**src/rtl/riscv_ctrl_pkg.sv**
```systemverilog
// Shared definitions for the RV32I pipeline control unit: opcode constants,
// ALU op codes, per-stage control bundles and the halt/drain FSM states.
// Build option: CTRL_FENCE_DRAIN_EN adds the FENCE_DRAIN state.
package riscv_ctrl_pkg;

  localparam logic [4:0] OPCODE_ARITH_R = 5'b01100;
  localparam logic [4:0] OPCODE_ARITH_I = 5'b00100;
  localparam logic [4:0] OPCODE_LOAD    = 5'b00000;
  localparam logic [4:0] OPCODE_STORE   = 5'b01000;
  localparam logic [4:0] OPCODE_BRANCH  = 5'b11000;
  localparam logic [4:0] OPCODE_AUIPC   = 5'b00101;
  localparam logic [4:0] OPCODE_LUI     = 5'b01101;
  localparam logic [4:0] OPCODE_JAL     = 5'b11011;
  localparam logic [4:0] OPCODE_JALR    = 5'b11001;
  localparam logic [4:0] OPCODE_SYSTEM  = 5'b11100;
  localparam logic [4:0] OPCODE_FENCE   = 5'b00011;

  localparam int ALU_OP_W = 2;
  localparam logic [ALU_OP_W-1:0] ALUOP_ADD   = 2'b00;  // address calc
  localparam logic [ALU_OP_W-1:0] ALUOP_SUB   = 2'b01;  // branch compare
  localparam logic [ALU_OP_W-1:0] ALUOP_FUNCT = 2'b10;  // funct3/funct7 decides
  localparam logic [ALU_OP_W-1:0] ALUOP_LUI   = 2'b11;  // pass immediate

  typedef struct packed {
    logic                memread;
    logic                memtoreg;
    logic                memwrite;
    logic                alusrc;
    logic                regwrite;
    logic                branch;
    logic                jal;
    logic                jalr;
    logic                auipc;
    logic [ALU_OP_W-1:0] aluop;
  } ctrl_t;

  typedef struct packed {
    logic memread;
    logic memwrite;
    logic memtoreg;
    logic regwrite;
  } mem_ctrl_t;

  typedef struct packed {
    logic memtoreg;
    logic regwrite;
  } wb_ctrl_t;

  typedef enum logic [1:0] {
    ST_RUN    = 2'd0,
    ST_DRAIN  = 2'd1,
    ST_HALTED = 2'd2
`ifdef CTRL_FENCE_DRAIN_EN
    , ST_FENCE_DRAIN = 2'd3
`endif
  } state_t;

endpackage

```
**src/rtl/ctrl_decoder.sv**
```systemverilog
// Combinational RV32I main decoder.
// Ports: opcode/funct3 in; ctrl bundle, source-register usage and
// halt/fence requests out. Build option: CTRL_FENCE_DRAIN_EN turns FENCE
// into a fence request instead of a plain NOP.
module ctrl_decoder
  import riscv_ctrl_pkg::*;
(
  input  logic [4:0] opcode,
  input  logic [2:0] funct3,
  output ctrl_t      ctrl,
  output logic       uses_rs1,
  output logic       uses_rs2,
  output logic       halt_req,
  output logic       fence_req
);

  always_comb begin
    ctrl      = '0;
    uses_rs1  = 1'b1;
    uses_rs2  = 1'b0;
    halt_req  = 1'b0;
    fence_req = 1'b0;
    case (opcode)
      OPCODE_ARITH_R: begin
        ctrl.aluop    = ALUOP_FUNCT;
        ctrl.regwrite = 1'b1;
        uses_rs2      = 1'b1;
      end
      OPCODE_ARITH_I: begin
        ctrl.aluop    = ALUOP_FUNCT;
        ctrl.alusrc   = 1'b1;
        ctrl.regwrite = 1'b1;
      end
      OPCODE_LOAD: begin
        ctrl.aluop    = ALUOP_ADD;
        ctrl.memread  = 1'b1;
        ctrl.memtoreg = 1'b1;
        ctrl.alusrc   = 1'b1;
        ctrl.regwrite = 1'b1;
      end
      OPCODE_STORE: begin
        ctrl.memwrite = 1'b1;
        ctrl.alusrc   = 1'b1;
        uses_rs2      = 1'b1;
      end
      OPCODE_BRANCH: begin
        ctrl.branch = 1'b1;
        ctrl.aluop  = ALUOP_SUB;
        uses_rs2    = 1'b1;
      end
      OPCODE_AUIPC: begin
        ctrl.auipc    = 1'b1;
        ctrl.alusrc   = 1'b1;
        ctrl.regwrite = 1'b1;
        uses_rs1      = 1'b0;
      end
      OPCODE_LUI: begin
        ctrl.aluop    = ALUOP_LUI;
        ctrl.alusrc   = 1'b1;
        ctrl.regwrite = 1'b1;
        uses_rs1      = 1'b0;
      end
      OPCODE_JAL: begin
        ctrl.jal      = 1'b1;
        ctrl.regwrite = 1'b1;
        uses_rs1      = 1'b0;
      end
      OPCODE_JALR: begin
        ctrl.jalr     = 1'b1;
        ctrl.alusrc   = 1'b1;
        ctrl.regwrite = 1'b1;
      end
      OPCODE_SYSTEM: halt_req = (funct3 == 3'd0);  // ECALL/EBREAK only
`ifdef CTRL_FENCE_DRAIN_EN
      OPCODE_FENCE:  fence_req = 1'b1;
`endif
      default: ;
    endcase
  end

endmodule

```
**src/rtl/pipeline_ctrl_unit.sv**
```systemverilog
// Pipelined control unit: decodes IF/ID, carries controls through EX/MEM/WB,
// detects load-use hazards, squashes on taken branches and runs the
// ECALL/EBREAK halt-drain FSM.
// Ports: clk/rst_n (async low); id_valid/id_inst/ex_branch_taken in;
// stall/flush_if_id, ex_*/mem_*/wb_* stage controls and halted out.
// Build option: CTRL_FENCE_DRAIN_EN makes FENCE drain the pipe then resume.
module pipeline_ctrl_unit
  import riscv_ctrl_pkg::*;
#(
  parameter int ALUOP_W     = 2,
  parameter int DRAIN_DEPTH = 3
) (
  input  logic               clk,
  input  logic               rst_n,
  input  logic               id_valid,
  input  logic [31:0]        id_inst,
  input  logic               ex_branch_taken,
  output logic               stall,
  output logic               flush_if_id,
  output logic               ex_valid,
  output logic               ex_memread,
  output logic               ex_memtoreg,
  output logic               ex_memwrite,
  output logic               ex_alusrc,
  output logic               ex_regwrite,
  output logic               ex_branch,
  output logic               ex_jal,
  output logic               ex_jalr,
  output logic               ex_auipc,
  output logic [ALUOP_W-1:0] ex_aluop,
  output logic [4:0]         ex_rd,
  output logic               mem_valid,
  output logic               mem_memread,
  output logic               mem_memwrite,
  output logic               mem_memtoreg,
  output logic               mem_regwrite,
  output logic               wb_valid,
  output logic               wb_memtoreg,
  output logic               wb_regwrite,
  output logic               halted
);

  localparam int STAGES = 3;  // EX, MEM, WB

  ctrl_t     dec_ctrl, ex_q;
  mem_ctrl_t mem_q;
  wb_ctrl_t  wb_q;
  logic [STAGES:1] vld_pipe;
  logic [4:0] ex_rd_q;
  logic uses_rs1, uses_rs2, halt_req, fence_req;
  logic hazard, accept, issue;
  state_t state, state_nx;
  logic [3:0] cnt, cnt_nx;

  logic unused_inst;
  assign unused_inst = ^{id_inst[31:25], id_inst[1:0]};

  ctrl_decoder u_dec (
    .opcode    (id_inst[6:2]),
    .funct3    (id_inst[14:12]),
    .ctrl      (dec_ctrl),
    .uses_rs1  (uses_rs1),
    .uses_rs2  (uses_rs2),
    .halt_req  (halt_req),
    .fence_req (fence_req)
  );

  assign hazard = vld_pipe[1] & ex_q.memread & (ex_rd_q != 5'd0) &
                  ((uses_rs1 & (ex_rd_q == id_inst[19:15])) |
                   (uses_rs2 & (ex_rd_q == id_inst[24:20])));

  // A branch squash wins over everything happening in ID.
  assign flush_if_id = ex_branch_taken;

  // State register and drain counter
  always_ff @(posedge clk or negedge rst_n) begin
    if (!rst_n) begin
      state <= ST_RUN;
      cnt   <= '0;
    end else begin
      state <= state_nx;
      cnt   <= cnt_nx;
    end
  end

  // Next state
  always_comb begin
    state_nx = state;
    cnt_nx   = cnt;
    case (state)
      ST_RUN: begin
        if (accept & halt_req) begin
          state_nx = ST_DRAIN;
          cnt_nx   = 4'(DRAIN_DEPTH);
        end
`ifdef CTRL_FENCE_DRAIN_EN
        else if (accept & fence_req) begin
          state_nx = ST_FENCE_DRAIN;
          cnt_nx   = 4'(DRAIN_DEPTH);
        end
`endif
      end
      ST_DRAIN: begin
        if (cnt == 4'd0) state_nx = ST_HALTED;
        else             cnt_nx   = cnt - 4'd1;
      end
`ifdef CTRL_FENCE_DRAIN_EN
      // Leave on the 1->0 step so stall is already low when cnt reads 0.
      ST_FENCE_DRAIN: begin
        cnt_nx = cnt - 4'd1;
        if (cnt == 4'd1) state_nx = ST_RUN;
      end
`endif
      default: ;
    endcase
  end

  // FSM outputs
  always_comb begin
    stall  = 1'b0;
    halted = 1'b0;
    accept = 1'b0;
    case (state)
      ST_RUN: begin
        stall  = ~ex_branch_taken & hazard;
        accept = id_valid & ~ex_branch_taken & ~hazard;
      end
      ST_HALTED: begin
        stall  = 1'b1;
        halted = 1'b1;
      end
      default: stall = 1'b1;
    endcase
  end

  // Halt/fence requests are consumed by the FSM and enter EX as bubbles.
  assign issue = accept & ~halt_req & ~fence_req;

  always_ff @(posedge clk or negedge rst_n) begin
    if (!rst_n) begin
      vld_pipe <= '0;
      ex_q     <= '0;
      ex_rd_q  <= '0;
      mem_q    <= '0;
      wb_q     <= '0;
    end else begin
      vld_pipe <= {vld_pipe[STAGES-1:1], issue};
      ex_q     <= issue ? dec_ctrl : '0;
      ex_rd_q  <= issue ? id_inst[11:7] : 5'd0;
      mem_q    <= '{memread: ex_q.memread, memwrite: ex_q.memwrite,
                    memtoreg: ex_q.memtoreg, regwrite: ex_q.regwrite};
      wb_q     <= '{memtoreg: mem_q.memtoreg, regwrite: mem_q.regwrite};
    end
  end

  assign ex_valid     = vld_pipe[1];
  assign ex_memread   = ex_q.memread;
  assign ex_memtoreg  = ex_q.memtoreg;
  assign ex_memwrite  = ex_q.memwrite;
  assign ex_alusrc    = ex_q.alusrc;
  assign ex_regwrite  = ex_q.regwrite;
  assign ex_branch    = ex_q.branch;
  assign ex_jal       = ex_q.jal;
  assign ex_jalr      = ex_q.jalr;
  assign ex_auipc     = ex_q.auipc;
  assign ex_aluop     = ALUOP_W'(ex_q.aluop);
  assign ex_rd        = ex_rd_q;
  assign mem_valid    = vld_pipe[2];
  assign mem_memread  = mem_q.memread;
  assign mem_memwrite = mem_q.memwrite;
  assign mem_memtoreg = mem_q.memtoreg;
  assign mem_regwrite = mem_q.regwrite;
  assign wb_valid     = vld_pipe[3];
  assign wb_memtoreg  = wb_q.memtoreg;
  assign wb_regwrite  = wb_q.regwrite;

endmodule

```
**config.mk**
```make
export PLATFORM = sky130hd
export DESIGN_NAME = pipeline_ctrl_unit
export DESIGN_NICKNAME = d
export VERILOG_FILES = /design/src/rtl/riscv_ctrl_pkg.sv /design/src/rtl/ctrl_decoder.sv /design/src/rtl/pipeline_ctrl_unit.sv
export SDC_FILE = /design/constraint.sdc
export NUM_CORES = 1
export LEC_CHECK = 0
export BUFFER_PORTS_ARGS = -buffer_cell sky130_fd_sc_hd__buf_2
export CORE_MARGIN = 1.5
export CORE_UTILIZATION = 50
export DETAILED_ROUTE_END_ITERATION = 12
export GPL_ROUTABILITY_DRIVEN = 0
export GPL_TIMING_DRIVEN = 0
export PLACE_DENSITY = 0.85
export SYNTH_ARGS = -nofsm -noshare
export SYNTH_HDL_FRONTEND = slang
export SYNTH_HIERARCHICAL = 1
export SYNTH_SLANG_ARGS = --single-unit
export TNS_END_PERCENT = 50
```
**constraint.sdc**
```tcl
create_clock -name clk -period 2.74 [get_ports clk]
set_clock_uncertainty 0.05 [all_clocks]
set_input_delay 0.274 -clock clk [delete_from_list [all_inputs] [get_ports clk]]
set_output_delay 0.274 -clock clk [all_outputs]
set_load 0.1 [all_outputs]
```
; ---- Yosys cells after proc, flatten, opt, wreduce, memory -nomap -nowiden
; Cells that the tools add are included.
[classes]
add_sub_neg = 1
eq_ne = 16
n_mux = 23
bitwise = 14
n_reduce_logical = 13
[ops]
columns = cell, count
row1 = "5-bit == test, second input constant", 4
row2 = "5-bit by 4-bit == test with 1-bit output, second input constant", 3
row3 = 1-bit 2-to-1 mux, 13
row4 = 11-bit 2-to-1 mux, 1
row5 = 1-bit AND, 10
row6 = "5-bit by 3-bit == test with 1-bit output, second input constant", 2
row7 = 5-bit == test, 2
row8 = 4-bit 2-to-1 mux, 2
row9 = 4-bit one-hot mux with 2 select lines, 1
row10 = 7-bit OR reduction, 1
row11 = 2-bit 2-to-1 mux, 3
row12 = "2-bit inequality test, second input constant", 3
row13 = 2-bit one-hot mux with 3 select lines, 1
row14 = 3-bit AND reduction, 2
row15 = 3-bit OR reduction, 2
row16 = 6-bit OR reduction, 1
row17 = 5-bit zero test, 1
row18 = 5-bit 2-to-1 mux, 1
row19 = 5-bit nonzero test, 1
row20 = 4-bit zero test, 1
row21 = 2-bit one-hot mux with 2 select lines, 1
row22 = "4-bit by 1-bit subtractor with 4-bit output, second input constant", 1
row23 = 3-bit zero test, 1
row24 = 1-bit inverter, 3
row25 = other kinds (6), 6
[word_totals]
regBits = 31
word_cells = 87

; ---- Longest topological paths before layout
[logic_depth]
ltp_word = 12
mapped_depth = 9

; ---- By module
; Netlist, hierarchy kept.
[modules_own_cells]
columns = module, n_inst, cells_each, area_per_inst_um2, seq_area_each_um2
row1 = pipeline_ctrl_unit, 1, 128, 1375.1, 775.7
row2 = ctrl_decoder, 1, 36, 212.7, 0.0

; ---- Worst setup path before layout
; No wires, ideal clock.
[synth_path]
path_kind = flip-flop to output port
from = reg ex_rd_q[3], in the netlist ex_rd[3]
to = out stall
arrival_time_ns = 2.354
setup_slack_ns = 0.062
stages_incl_launch_ff = 5
path_buffers = 0
path_cell_list = dfrtp_1 xnor2_1 nand4_1 o22ai_1 a311o_1
[synth_between]
elab_chain_cells = 6
elab_cells_between_ends = 10
classes_between = 2 x eq/ne / 1 x mux / 6 x bitwise / 1 x reduce/logical
[synth_rtl]
columns = element, line_no
row1 = "start, declared", pipeline_ctrl_unit.sv:49  ; logic [4:0] ex_rd_q;
row2 = "start signal, assigned", pipeline_ctrl_unit.sv:149  ; ex_rd_q <= issue ? id_inst[11:7] : 5'd0;
row3 = "5-bit == test, on equally long branches", "pipeline_ctrl_unit.sv:69, pipeline_ctrl_unit.sv:70"
row4 = "1-bit AND, on equally long branches", "pipeline_ctrl_unit.sv:69, pipeline_ctrl_unit.sv:70"
row5 = 1-bit bitwise OR, pipeline_ctrl_unit.sv:69  ; ((uses_rs1 & (ex_rd_q == id_inst[19:15])) |
row6 = 1-bit AND (*), pipeline_ctrl_unit.sv:68  ; assign hazard = vld_pipe[1] & ex_q.memread & (ex_rd_q != 5'd0) &
row7 = 1-bit AND (*), pipeline_ctrl_unit.sv:125  ; stall = ~ex_branch_taken & hazard;
row8 = 1-bit 2-to-1 mux (*), pipeline_ctrl_unit.sv:123  ; case (state)
row9 = "end, declared", pipeline_ctrl_unit.sv:18  ; output logic stall,
; Mark *: on every way between the ends. The rest lies on a longest branch, timed or not.

; ---- Final worst setup path
[layout_path]
from = reg ex_rd_q[0], in the netlist ex_rd[0]
to = out stall
; The elaborated chain is that of the path after synthesis.

==> flow_summary.ini <==
[status]
outcome = finished clean

[placed_design]
hpwlAfterDp_mm = 2.50
dp_slack_ns = 0.395
numPortBuffers = 53

[detailed_routing]
antenna_left = 0
wl_per_cell_um = 12.7
via_per_inst = 5.34
firstDrtPassIters = 4
drt_iter0_markers = 51
finalWirelength_mm = 3.42
vias = 1443
drc_errors = 0

[timing]
max_slew_margin_pct = 55.3
finalSetupViolCount = 0
rsz0062_at_grt = no
hold_viol_final = 0
finalWorstSetupSlack_ns = 0.232
tightest_slew_ns = 0.670
fin_crit_ns = 2.51
timing.fmax_mhz = 399
fin_tns_setup_ns = 0
slew_viol_final = 0
finalCritPeriodShare_pct = 91.5

[min_path]
hold-path-cell-count = 3
hold_path.startpoint = id_inst[10]
min_to = ex_rd[3]
worstHoldPathType = input port to register

[logic_synthesis]
avgSynthCellArea_um2 = 9.68
seq_area_frac_synth_pct = 48.9
synth_warnings = 6
synth_edf_count = 0
yosys.area_share.simple_pct = 22.1
yosys-mux-area-fraction_pct = 0
ys_async_sr_fraction_pct = 100
yosysUniqueCellTypes = 39
synth_top_family_by_area = simple AND/OR/NAND/NOR gates
netlist_area_mm2 = 0.00159
netlist_top_cells_area = dfrtp_1 (49%), a21oi_1 (6.6%), nand3_1 (6.3%)
netlist_instances = 164
yosys.area.top_type_share_pct = 48.9
synth_adder_area_share_pct = 1.58
synth_compound_area_share_pct = 15.5
synth_xor_area_share_pct = 5.52
synth_top_area_cell = dfrtp_1
synth_seq_cells = 31
synth_flop_cell = dfrtp_1
synth_nets = 202

[global_route]
grt_pass1_vias = 1258
antenna_found_initial = 0
grt.overflow.total = 0
grt_pass1_wl_mm = 5.34
grt_max_degree = 32
track_usage_pct = 20.8

[setup_path]
rr_startpoint = cnt[0]
required_ns = 2.42
reg2reg_depth = 6
path_cells = or3_1, o311a_1, a311o_1, buf_2
cp.arrival_ns = 2.18
path_class = register to primary output
r2r_end = cnt[3]
critPathSlowestCell = dfrtp_1
worst_setup_path_end_kind = primary output
crit_start = ex_rd[0]
r2r_slack_ns = 0.87
slowest_delay_ns = 0.44
critical_path.max_fanout = 5
worstSetupStartpointType = register

[clocking]
clk_latency_ns = 0.33
cts_buffers = 5
cts.path.max_buffers = 2
tritoncts = done
path_clk_slew_ns = 0.09
clock-sinks = 31
cts_max_level = 2
cts_resized = 0
cts_root_buf = clkbuf_4

[floorplanning]
die_w_um = 59.4
start_util_pct = 52.4
ios = 64
dieArea_mm2 = 0.00352
die_height_um = 59.4
rows = 20
core_mm2 = 0.00303

[final_layout]
drive_above_1_share_pct = 35.4
insertedDiodeCount = 0
nets = 263
area_delta_synth_final_pct = 25.1
nFillCells = 266

[power]
ir_drop_uv = 234
power_leakage_nw = 1.03
p_per_area_mw_per_mm2 = 677

[run]
drv_cap = 0
layout make-up:
cell class / count / area, um2 / share of cell area (%)
well taps: 44 / 55.1 / 2.77
clock buffers: 8 / 68.8 / 3.46
multi-input cells: 114 / 713 / 35.9
flip-flops and latches: 31 / 776 / 39.0
plain buffers: 12 / 72.6 / 3.65
repair buffers: 54 / 275 / 13.9
inverters: 7 / 26.3 / 1.32
synth_stat cells (2+ instances only):
cell type / instances
nor3_1: 2
nor3b_1: 2
ha_1: 2
o21ai_0: 4
o2bb2ai_1: 2
a31oi_1: 4
a21oi_1: 21
nor2b_1: 3
buf_4: 5
inv_1: 6
nand4_1: 2
nand2_1: 8
dfrtp_1: 31
nor2_1: 10
buf_2: 7
nand3_1: 20
or3_1: 3
nor3_2: 2
xnor2_1: 10
report_power, final:
group	internal, mW	total (mW)	switching (mW)
Combinational	0.134	0.485	0.351
Clock	0.151	0.299	0.148
Sequential	0.506	0.561	0.0552
logic make-up after synthesis:
group,after synthesis
buffers and inverters,19
adder cells (fa/ha/maj),2
AO/OA/AOI/OAI,40
AND/OR/NAND/NOR,61
flip-flops,31
other,1
XOR/XNOR,10
stage by stage:
stage               util (%)  cell area [um2]  power, mW  std cells  hold WS [ns]
floorplan                  -             1590      0.946        164       -0.0716
finish                  65.6             1990       1.34        270         0.121
CTS                     65.6             1990       1.35        270         0.110
detailed placement      63.0             1910       1.04        261         0.286
global placement        63.0             1910       1.03        261         0.286
global route            65.6             1990       1.41        270         0.111
worst max-delay path by stage:
| stage | end | slack [ns] | cells past startpoint |
|---|---|---|---|
| final | stall | 0.23 | 4 |
| after global placement | stall | 0.40 | 8 |
| after global routing | stall | 0.17 | 4 |
| after CTS | stall | 0.23 | 4 |
| after detailed placement | stall | 0.39 | 8 |
| after floorplan | stall | 0.06 | 4 |
layout by cell type (no fill, tap or decap), types with 3 or more instances in the layout:
master,n
a21oi_1,21
a31oi_1,4
buf_2,60
buf_4,5
clkbuf_4,5
dfrtp_1,31
inv_1,6
nand2_1,8
nand3_1,20
nor2_1,10
nor2b_1,3
o21ai_0,4
or3_1,3
xnor2_1,10
state kept, by name (all words and copies together), names as in the netlist:
signal / flops
cnt: 4
ex_aluop: 2
ex_alusrc: 1
ex_auipc: 1
ex_branch: 1
ex_jal: 1
ex_jalr: 1
ex_memread: 1
ex_memtoreg: 1
ex_memwrite: 1
ex_rd: 5
ex_regwrite: 1
mem_memread: 1
mem_memtoreg: 1
mem_memwrite: 1
mem_regwrite: 1
state: 2
vld_pipe: 3
wb_memtoreg: 1
wb_regwrite: 1
critical path: cells and delay by family, from the launching register on:
family,cells,cell delay [ns]
buffers and inverters,1,0.29
AOI/OAI and AO/OA,2,0.74
DFF,1,0.44
and+or+nand+nor,1,0.38
layer usage:
layer / GRT usage [%] / part of all wire, % / routed length, um
met4: 11.4 / 2.1 / 71
met5: 0 / 0 / 0
met2: 31.6 / 48 / 1630
met1: 26.3 / 42 / 1440
met3: 6.55 / 8.1 / 278
timing repair:
action / CTS / global route
buffers inserted: 0 / 0
hold endpoints to repair: 31 / 0
endpoints found under the setup margin: 0 / 0
hold buffers: 1 / 0
(Power assumes the default switching activity.)
